### config.mk
export PLATFORM = sky130hd
export DESIGN_NAME = alarm_sounder
export DESIGN_NICKNAME = d
export VERILOG_FILES = /design/src/rtl/alarm_pkg.sv /design/src/rtl/alarm_sounder_tone_gen.sv /design/src/rtl/alarm_sounder.sv
export SDC_FILE = /design/constraint.sdc
export NUM_CORES = 1
export LEC_CHECK = 0
export CAP_MARGIN = 20
export CORE_MARGIN = 3
export CORE_UTILIZATION = 45
export CTS_CLUSTER_SIZE = 40
export DETAILED_ROUTE_END_ITERATION = 10
export PLACE_DENSITY = 0.72
export SLEW_MARGIN = 10
export SYNTH_ARGS = -nofsm -noshare
export SYNTH_HDL_FRONTEND = slang
export SYNTH_SLANG_ARGS = --single-unit
### constraint.sdc
create_clock -name clk -period 4.2 [get_ports clk]
set_input_delay 0.42 -clock clk [delete_from_list [all_inputs] [get_ports clk]]
set_output_delay 0.42 -clock clk [all_outputs]
set_load 0.01 [all_outputs]
### src/rtl/alarm_pkg.sv
// Shared constants and helpers for the alarm sounder slice.
package alarm_pkg;

  // FSM state encodings, kept as plain constants for legacy tooling.
  localparam logic [1:0] StIdle  = 2'd0;
  localparam logic [1:0] StRing  = 2'd1;
  localparam logic [1:0] StQuiet = 2'd2;

  // Clock cycles per half tone period.
  function automatic int unsigned half_period(input int unsigned clk_hz,
                                              input int unsigned tone_hz);
    return clk_hz / (2 * tone_hz);
  endfunction

endpackage

### src/rtl/alarm_sounder_tone_gen.sv
// Square-wave divider: toggles tone every HALF_PERIOD cycles while enabled.
module tone_gen #(
  parameter int unsigned HALF_PERIOD = 5
) (
  input  logic clk,
  input  logic rst_n,
  input  logic en,
  output logic tone
);

  localparam int unsigned CntW = (HALF_PERIOD > 1) ? $clog2(HALF_PERIOD) : 1;
  localparam logic [CntW-1:0] CntMax = CntW'(HALF_PERIOD - 1);

  logic [CntW-1:0] cnt_d, cnt_q;
  logic            tone_d, tone_q;

  // Next-state: count 0..HALF_PERIOD-1, toggle on wrap, clear while disabled.
  always_comb begin
    cnt_d  = cnt_q;
    tone_d = tone_q;
    if (!en) begin
      cnt_d  = '0;
      tone_d = 1'b0;
    end else if (cnt_q == CntMax) begin
      cnt_d  = '0;
      tone_d = ~tone_q;
    end else begin
      cnt_d = cnt_q + CntW'(1);
    end
  end

  // Divider state registers.
  always_ff @(posedge clk or negedge rst_n) begin
    if (!rst_n) begin
      cnt_q  <= '0;
      tone_q <= 1'b0;
    end else begin
      cnt_q  <= cnt_d;
      tone_q <= tone_d;
    end
  end

  assign tone = tone_q;

endmodule

### src/rtl/alarm_sounder.sv
// Alarm sounder: detects the alarm minute at second 00 and rings a gated tone.
module alarm_sounder
  import alarm_pkg::*;
#(
  parameter int unsigned CLK_HZ       = 100_000_000,
  parameter int unsigned TONE_HZ      = 1000,
  parameter int unsigned RING_SECONDS = 30
) (
  input  logic       clk,
  input  logic       rst_n,
  input  logic       tick_sec,
  input  logic [2:0] minutes_tens,
  input  logic [3:0] minutes_ones,
  input  logic [2:0] seconds_tens,
  input  logic [3:0] seconds_ones,
  input  logic [2:0] alarm_min_tens,
  input  logic [3:0] alarm_min_ones,
  input  logic       alarm_off,
  input  logic       load,
  output logic       audio_out,
  output logic       aud_sd,
  output logic       ringing
);

  localparam int unsigned HALF_PERIOD = half_period(CLK_HZ, TONE_HZ);
  localparam int unsigned RingW = (RING_SECONDS > 0) ? $clog2(RING_SECONDS + 1) : 1;
  localparam logic [RingW-1:0] RingMax = RingW'(RING_SECONDS);

  logic [1:0]       state_d, state_q;
  logic [RingW-1:0] ring_cnt_d, ring_cnt_q;
  logic             gate_d, gate_q;
  logic             match, match_q, trig, exit_ring, in_ring, tone;
  logic             audio_out_d, audio_out_q;
  logic             aud_sd_d, aud_sd_q;
  logic             ringing_d, ringing_q;

  assign match = (minutes_tens == alarm_min_tens) && (minutes_ones == alarm_min_ones) &&
                 (seconds_tens == 3'd0) && (seconds_ones == 4'd0);

  // Rising edge only, so a match held static never re-arms.
  assign trig      = match & ~match_q & ~alarm_off & ~load;
  assign exit_ring = alarm_off | load | (ring_cnt_q == RingMax);
  assign in_ring   = (state_q == StRing);

  // FSM next-state plus ring counter and beep gate; exit beats a coincident tick.
  always_comb begin
    state_d    = state_q;
    ring_cnt_d = '0;
    gate_d     = 1'b0;
    case (state_q)
      StIdle: begin
        if (trig) begin
          state_d = StRing;
          gate_d  = 1'b1;
        end
      end
      StRing: begin
        ring_cnt_d = ring_cnt_q;
        gate_d     = gate_q;
        if (exit_ring) begin
          state_d    = StQuiet;
          ring_cnt_d = '0;
          gate_d     = 1'b0;
        end else if (tick_sec) begin
          ring_cnt_d = ring_cnt_q + RingW'(1);
          gate_d     = ~gate_q;
        end
      end
      StQuiet: begin
        if (!match) begin
          state_d = StIdle;
        end
      end
      default: begin
        state_d = StIdle;
      end
    endcase
  end

  // Output register inputs, derived from the current state.
  always_comb begin
    audio_out_d = in_ring & gate_q & tone;
    aud_sd_d    = in_ring;
    ringing_d   = in_ring;
  end

  // State, edge-detect and output registers.
  always_ff @(posedge clk or negedge rst_n) begin
    if (!rst_n) begin
      state_q     <= StIdle;
      match_q     <= 1'b0;
      ring_cnt_q  <= '0;
      gate_q      <= 1'b0;
      audio_out_q <= 1'b0;
      aud_sd_q    <= 1'b0;
      ringing_q   <= 1'b0;
    end else begin
      state_q     <= state_d;
      match_q     <= match;
      ring_cnt_q  <= ring_cnt_d;
      gate_q      <= gate_d;
      audio_out_q <= audio_out_d;
      aud_sd_q    <= aud_sd_d;
      ringing_q   <= ringing_d;
    end
  end

  tone_gen #(
    .HALF_PERIOD (HALF_PERIOD)
  ) u_tone_gen (
    .clk   (clk),
    .rst_n (rst_n),
    .en    (in_ring),
    .tone  (tone)
  );

  assign audio_out = audio_out_q;
  assign aud_sd    = aud_sd_q;
  assign ringing   = ringing_q;

endmodule
After elaboration in Yosys (flattened, before gate mapping)
Cells that the tools add are included.

Flip-flop bits (word level): 28. Input bits: 26. Output and inout port bits: 3. Logic and storage cells: 55.

Add/sub/neg operators: 2. Equality and inequality tests: 11. Muxes and demuxes: 15. Bitwise logic cells: 12. Reductions and logical operators: 7.

Operators by type and width (number): 16-bit 2-to-1 mux (2); 16-bit by 1-bit adder with 16-bit output (second input constant) (1); 16-bit equality test (second input constant) (1); 5-bit 2-to-1 mux (3); 2-bit 2-to-1 mux (3); 2-bit != test (second input constant) (3); 2-bit one-hot mux with 3 select lines (1); 5-bit by 1-bit adder with 5-bit output (second input constant) (1); 1-bit bitwise AND (5); 5-bit equality test (second input constant) (1); 1-bit 2-to-1 mux (5); 1-bit NOT (5); 4-bit equality test (1); 4-bit zero test (1); 3-bit equality test (1); 1-bit logical AND (3); 3-bit zero test (1); 3-bit != test (second input constant) (1); 3-bit AND reduction (1); 2-bit by 1-bit equality test with 1-bit output (second input constant) (1); 2-bit equality test (second input constant) (1); 2-bit zero test (1); 2-bit by 1-bit != test with 1-bit output (second input constant) (1); 1-bit OR (2); 1-bit one-hot mux with 2 select lines (1).

Depth between registers and ports, before layout
Depth after elaboration: 9. Mapped depth: 6. Depth with buffers taken out: 6.

By module
Synthesis repeated with hierarchy kept, for this count alone.

Cell total of the unflattened synthesis: 138. Area, all modules: 1433.9 um2.

Modules (own cells, without submodules): tone_gen (instances 1, cells each 81, area each 834.6 um2, seq. area each 425.4 um2); alarm_sounder (instances 1, cells each 57, area each 599.3 um2, seq. area each 275.3 um2).

Worst setup path before layout
Ideal clock, no wire load.

Path kind: input port to flip-flop. Start: input port seconds_tens[1]. End: register gate_q. Library setup time: 0.086 ns. Arrival time: 1.387 ns. Required time: 4.114 ns. Path slack: 2.727 ns. Cell stages on the path: 4. Path buffers: 0. Cell sequence: or4_4 nor4_4 nand3_2 o22ai_2.

Cells in the longest elaborated chain, start to end: 8.

RTL lines: start, declared (line alarm_sounder.sv:14) `input logic [2:0] seconds_tens,`; 3-bit zero test (line alarm_sounder.sv:38) `(seconds_tens == 3'd0) && (seconds_ones == 4'd0);`; 1-bit logical AND (line alarm_sounder.sv:37) `assign match = (minutes_tens == alarm_min_tens) && (minutes_ones == alarm_min_ones) &&`; 1-bit logical AND (line alarm_sounder.sv:38); 1-bit bitwise AND (3 in a row) (line alarm_sounder.sv:41) `assign trig = match & ~match_q & ~alarm_off & ~load;`; 1-bit 2-to-1 mux (line alarm_sounder.sv:52) `if (trig) begin`; 1-bit one-hot mux with 2 select lines (line alarm_sounder.sv:50) `case (state_q)`; end signal, assigned (line alarm_sounder.sv:101) `gate_q <= gate_d;`; end, declared (line alarm_sounder.sv:31) `logic gate_d, gate_q;`.

Every way passes these cells. A chain may end at the register's enable or synchronous reset.

Worst setup path in the final report
Start: register u_tone_gen.cnt_q[4]. End: register u_tone_gen.cnt_q[12].

Cells in the longest elaborated chain, start to end: 3. Elaborated cells between the ends (all ways): 4. Those cells by class: add/sub: 1; eq/ne: 1; mux: 2.

RTL lines: start, declared (line alarm_sounder_tone_gen.sv:14) `logic [CntW-1:0] cnt_d, cnt_q;`; start signal, assigned (line alarm_sounder_tone_gen.sv:38) `cnt_q <= cnt_d;`; 16-bit by 1-bit adder with 16-bit output or 16-bit equality test (tied branches) (line alarm_sounder_tone_gen.sv:28, alarm_sounder_tone_gen.sv:24); 16-bit 2-to-1 mux (*) (line alarm_sounder_tone_gen.sv:24) `end else if (cnt_q == CntMax) begin`; 16-bit 2-to-1 mux (*) (line alarm_sounder_tone_gen.sv:21) `if (!en) begin`; via u_tone_gen.cnt_d[12] (line alarm_sounder_tone_gen.sv:14).

The timed path passes the listed nets; every way through them passes the cells marked *.

==> load_flow_metrics.sql <==
INSERT INTO impl_metrics (metric_group, metric, value, unit) VALUES
('logic_synthesis', 'ys.flop_type', 'dfrtp_1', ''),
('setup_path', 'cp-start-kind', 'register', ''),
('placed_design', 'port_buffers', '28', ''),
('clock_tree', 'tritoncts', 'done', ''),
('logic_synthesis', 'synth_top_cell_by_area', 'dfrtp_1', ''),
('pwr', 'power_frac_comb', '9.6', '%'),
('sta', 'finalHoldViolCount', '0', ''),
('clock_tree', 'cts_repair_resize_count', '0', ''),
('pwr', 'power.switching_fraction', '21.8', '%'),
('placed_design', 'routability_congestion_estimate', '0.774', ''),
('cells_and_area', 'finalNetCount', '198', ''),
('logic_synthesis', 'synthMostInstantiatedCell', 'dfrtp_1', ''),
('pwr', 'power.internal', '329', 'uW'),
('pwr', 'clock_power_share', '26.4', '%'),
('worst_hold_path', 'hold_path_class', 'in2async', ''),
('logic_synthesis', 'synth_nets', '167', ''),
('floorplanning', 'die_y', '62.3', 'um'),
('clock_tree', 'clock_sinks', '28', ''),
('clock_tree', 'hold_buf_cts', '0', ''),
('sta', 'tightestPinTransition', '507', 'ps'),
('logic_synthesis', 'post_synth.cell_area_avg', '10.3', 'um^2'),
('pwr', 'peakVddDrop', '0.183', 'mV'),
('clock_tree', 'insertion_delay', '330', 'ps'),
('cells_and_area', 'final_cell_area_excluding_filler_cells', '1770', 'um^2'),
('route', 'total_wire_length', '2660', 'um'),
('run_status', 'status', 'finished, final reports clean', ''),
('logic_synthesis', 'netlist_area', '1420', 'um^2'),
('cells_and_area', 'antenna_cells', '0', ''),
('setup_path', 'data_arrival_time_of_the_worst_path', '1900', 'ps'),
('global_route', 'first_global_vias', '1121', ''),
('global_route', 'remaining_global_route_overflow', '0', ''),
('route', 'dr.first_iter.drc_count', '20', ''),
('global_route', 'groute.usage.overall', '14.9', '%'),
('sta', 'max_freq', '589', 'MHz'),
('logic_synthesis', 'netlist_top_cells_area', 'dfrtp_1 (49%), xnor2_1 (8.0%), xor2_1 (8.0%), nor2_1 (6.6%), nand4_1 (3.1%)', ''),
('sta', 'post-route-period-util', '40.5', '%'),
('pwr', 'seq_power_share', '64.1', '%'),
('logic_synthesis', 'share_of_flip_flops_with_an_asynchronous_set_or_reset', '100', '%'),
('sta', 'finalCriticalPeriod', '1700', 'ps'),
('setup_path', 'critical_path.max_fanout', '14', ''),
('sta', 'slew_violations', '0', ''),
('route', 'avgViaCountPerCell', '5.14', ''),
('pwr', 'power_per_cell_area', '238', 'nW/um^2'),
('setup_path', 'worst-setup-path-type', 'reg2reg', ''),
('clock_tree', 'cts_root_buffer', 'clkbuf_4', ''),
('run', 'maxCapViolations', '0', ''),
('global_route', 'antenna_found_initial', '0', ''),
('sta', 'rsz0062_at_grt', 'no', ''),
('logic_synthesis', 'ys_warn_count', '0', ''),
('sta', 'totalNegativeSetupSlack', '0', 'ps'),
('setup_path', 'worst-endpoint-required', '4410', 'ps'),
('clock_tree', 'clock_tree.buffer_depth', '2', ''),
('clock_tree', 'cts-buffers-inserted', '3', ''),
('sta', 'maximum_clock_skew_at_final_layout', '12.1', 'ps'),
('placed_design', 'dpl-instance-area', '1750', 'um^2'),
('sta', 'post_route_hold_slack', '442', 'ps'),
('floorplanning', 'horizontal_die_dimension', '62.3', 'um'),
('logic_synthesis', 'postSynthCellCount', '138', ''),
('clock_tree', 'cts_post_setup_buffers_inserted', '0', ''),
('floorplanning', 'floorplan.initialDensity', '49.5', '%'),
('placed_design', 'detailed_place_hpwl', '2010', 'um'),
('clock_tree', 'clk_pin_slew', '150', 'ps'),
('logic_synthesis', 'synth-seq-area-share', '49.2', '%'),
('logic_synthesis', 'synth_top_cells_by_count', 'dfrtp_1 (28), nor2_1 (25), xnor2_1 (13), xor2_1 (13), nand4_1 (7)', ''),
('logic_synthesis', 'synth_enable_flop_cells', '0', ''),
('pwr', 'cellLeakagePower', '0.706', 'nW'),
('setup_path', 'critical_path.endpoint_type', 'register', ''),
('clock_tree', 'clock_tree.htree_level_count', '1', ''),
('floorplanning', 'coreArea', '2880', 'um^2'),
('route', 'post-route-drc-count', '0', ''),
('floorplanning', 'die-area', '3880', 'um^2');
==> path summary, 6_finish.rpt <==
| path | slack (ps) | to | startpoint | cells after the start |
|---|---|---|---|---|
| worst max-delay path | 2500 | u_tone_gen.cnt_q[12]$_DFF_PN0_ | u_tone_gen.cnt_q[4]$_DFF_PN0_ | 4 |
| worst min-delay path | 440 | u_tone_gen.cnt_q[8]$_DFF_PN0_ | rst_n | 2 |
| worst max register to register | 2500 | u_tone_gen.cnt_q[12]$_DFF_PN0_ | u_tone_gen.cnt_q[4]$_DFF_PN0_ | 4 |
| worst min register to register | 490 | state_q[1]$_DFFE_PN0P_ | state_q[0]$_DFFE_PN0P_ | 1 |
| max in group asynchronous | 3490 | u_tone_gen.cnt_q[13]$_DFF_PN0_ | rst_n | 2 |
| min in group clk | 490 | state_q[1]$_DFFE_PN0P_ | state_q[0]$_DFFE_PN0P_ | 1 |
==> registers in the layout (all words and copies together), names as in the netlist <==
register	cells
audio_out	1
gate_q	1
match_q	1
ring_cnt_q	5
ringing	1
state_q	2
u_tone_gen.cnt_q	16
u_tone_gen.tone	1
==> metrics by stage <==
step / std cells / worst slack (ps) / util (%) / total power, mW
3_5_place_dp: 206 / 2250 / 60.7 / 0.316
5_1_grt: 209 / 2300 / 61.5 / 0.440
6_report: 209 / 2500 / 61.5 / 0.421
4_1_cts: 209 / 2500 / 61.5 / 0.423
3_3_place_gp: 206 / 2280 / 60.7 / 0.315
2_1_floorplan: 138 / 2730 / - / 0.284
==> power by group through the flow <==
stage,clock [mW],sequential (mW),combinational (mW)
finish,0.111,0.270,0.0403
global route,0.126,0.270,0.0443
CTS,0.112,0.270,0.0413
detailed placement,0,0.275,0.0412
global placement,0,0.275,0.0401
floorplan,0,0.275,0.00901
==> critical path: stages, from the launching register on <==
cell     delay, ps
dfrtp_1        490
nor4b_1        340
nand4_1        210
nand2_1        420
nor2_1         110
==> cells by family after synthesis <==
logic type	count (synthesis)	synth area share, %
and+or+nand+nor	67	26.5
DFF	28	49.2
xor gates and xnor gates	26	16.0
buffers and inverters	9	2.90
AOI/OAI and AO/OA	4	2.11
adders and majority gates	3	2.64
muxes	1	0.703
==> per-layer routing <==
| metal | GRT usage, % | vias up | wire [um] | part of all wire (%) |
|---|---|---|---|---|
| met1 | 17.5 | 526 | 1110 | 42 |
| met3 | 3.78 | 5 | 86 | 3.2 |
| met5 | 0 | - | 0 | 0 |
| met4 | 4.68 | 0 | 33 | 1.2 |
| li1 | - | 531 | - | - |
| met2 | 26.7 | 13 | 1430 | 54 |
==> cell usage in the layout (no fill, tap or decap), drive strengths merged <==
cell type / instances
a211oi: 1
and3: 3
and4b: 1
buf: 1
clkbuf: 3
clkdlybuf4s50: 28
dfrtp: 28
ha: 3
inv: 6
mux2i: 1
nand2: 6
nand2b: 1
nand3: 8
nand4: 8
nor2: 25
nor3: 6
nor4: 6
nor4b: 2
o21ai: 2
o22ai: 1
or4: 1
xnor2: 13
xor2: 13
==> cell type report <==
cell class              count  area, um^2  share of cell area [%]
flip-flops and latches     28         701                    39.6
repair buffers             29         288                    16.3
clock buffers               3        22.5                    1.27
well taps                  42        52.6                    2.97
inverters                   6        22.5                    1.27
multi-input cells         101         682                    38.6
(Power assumes the default switching activity.)
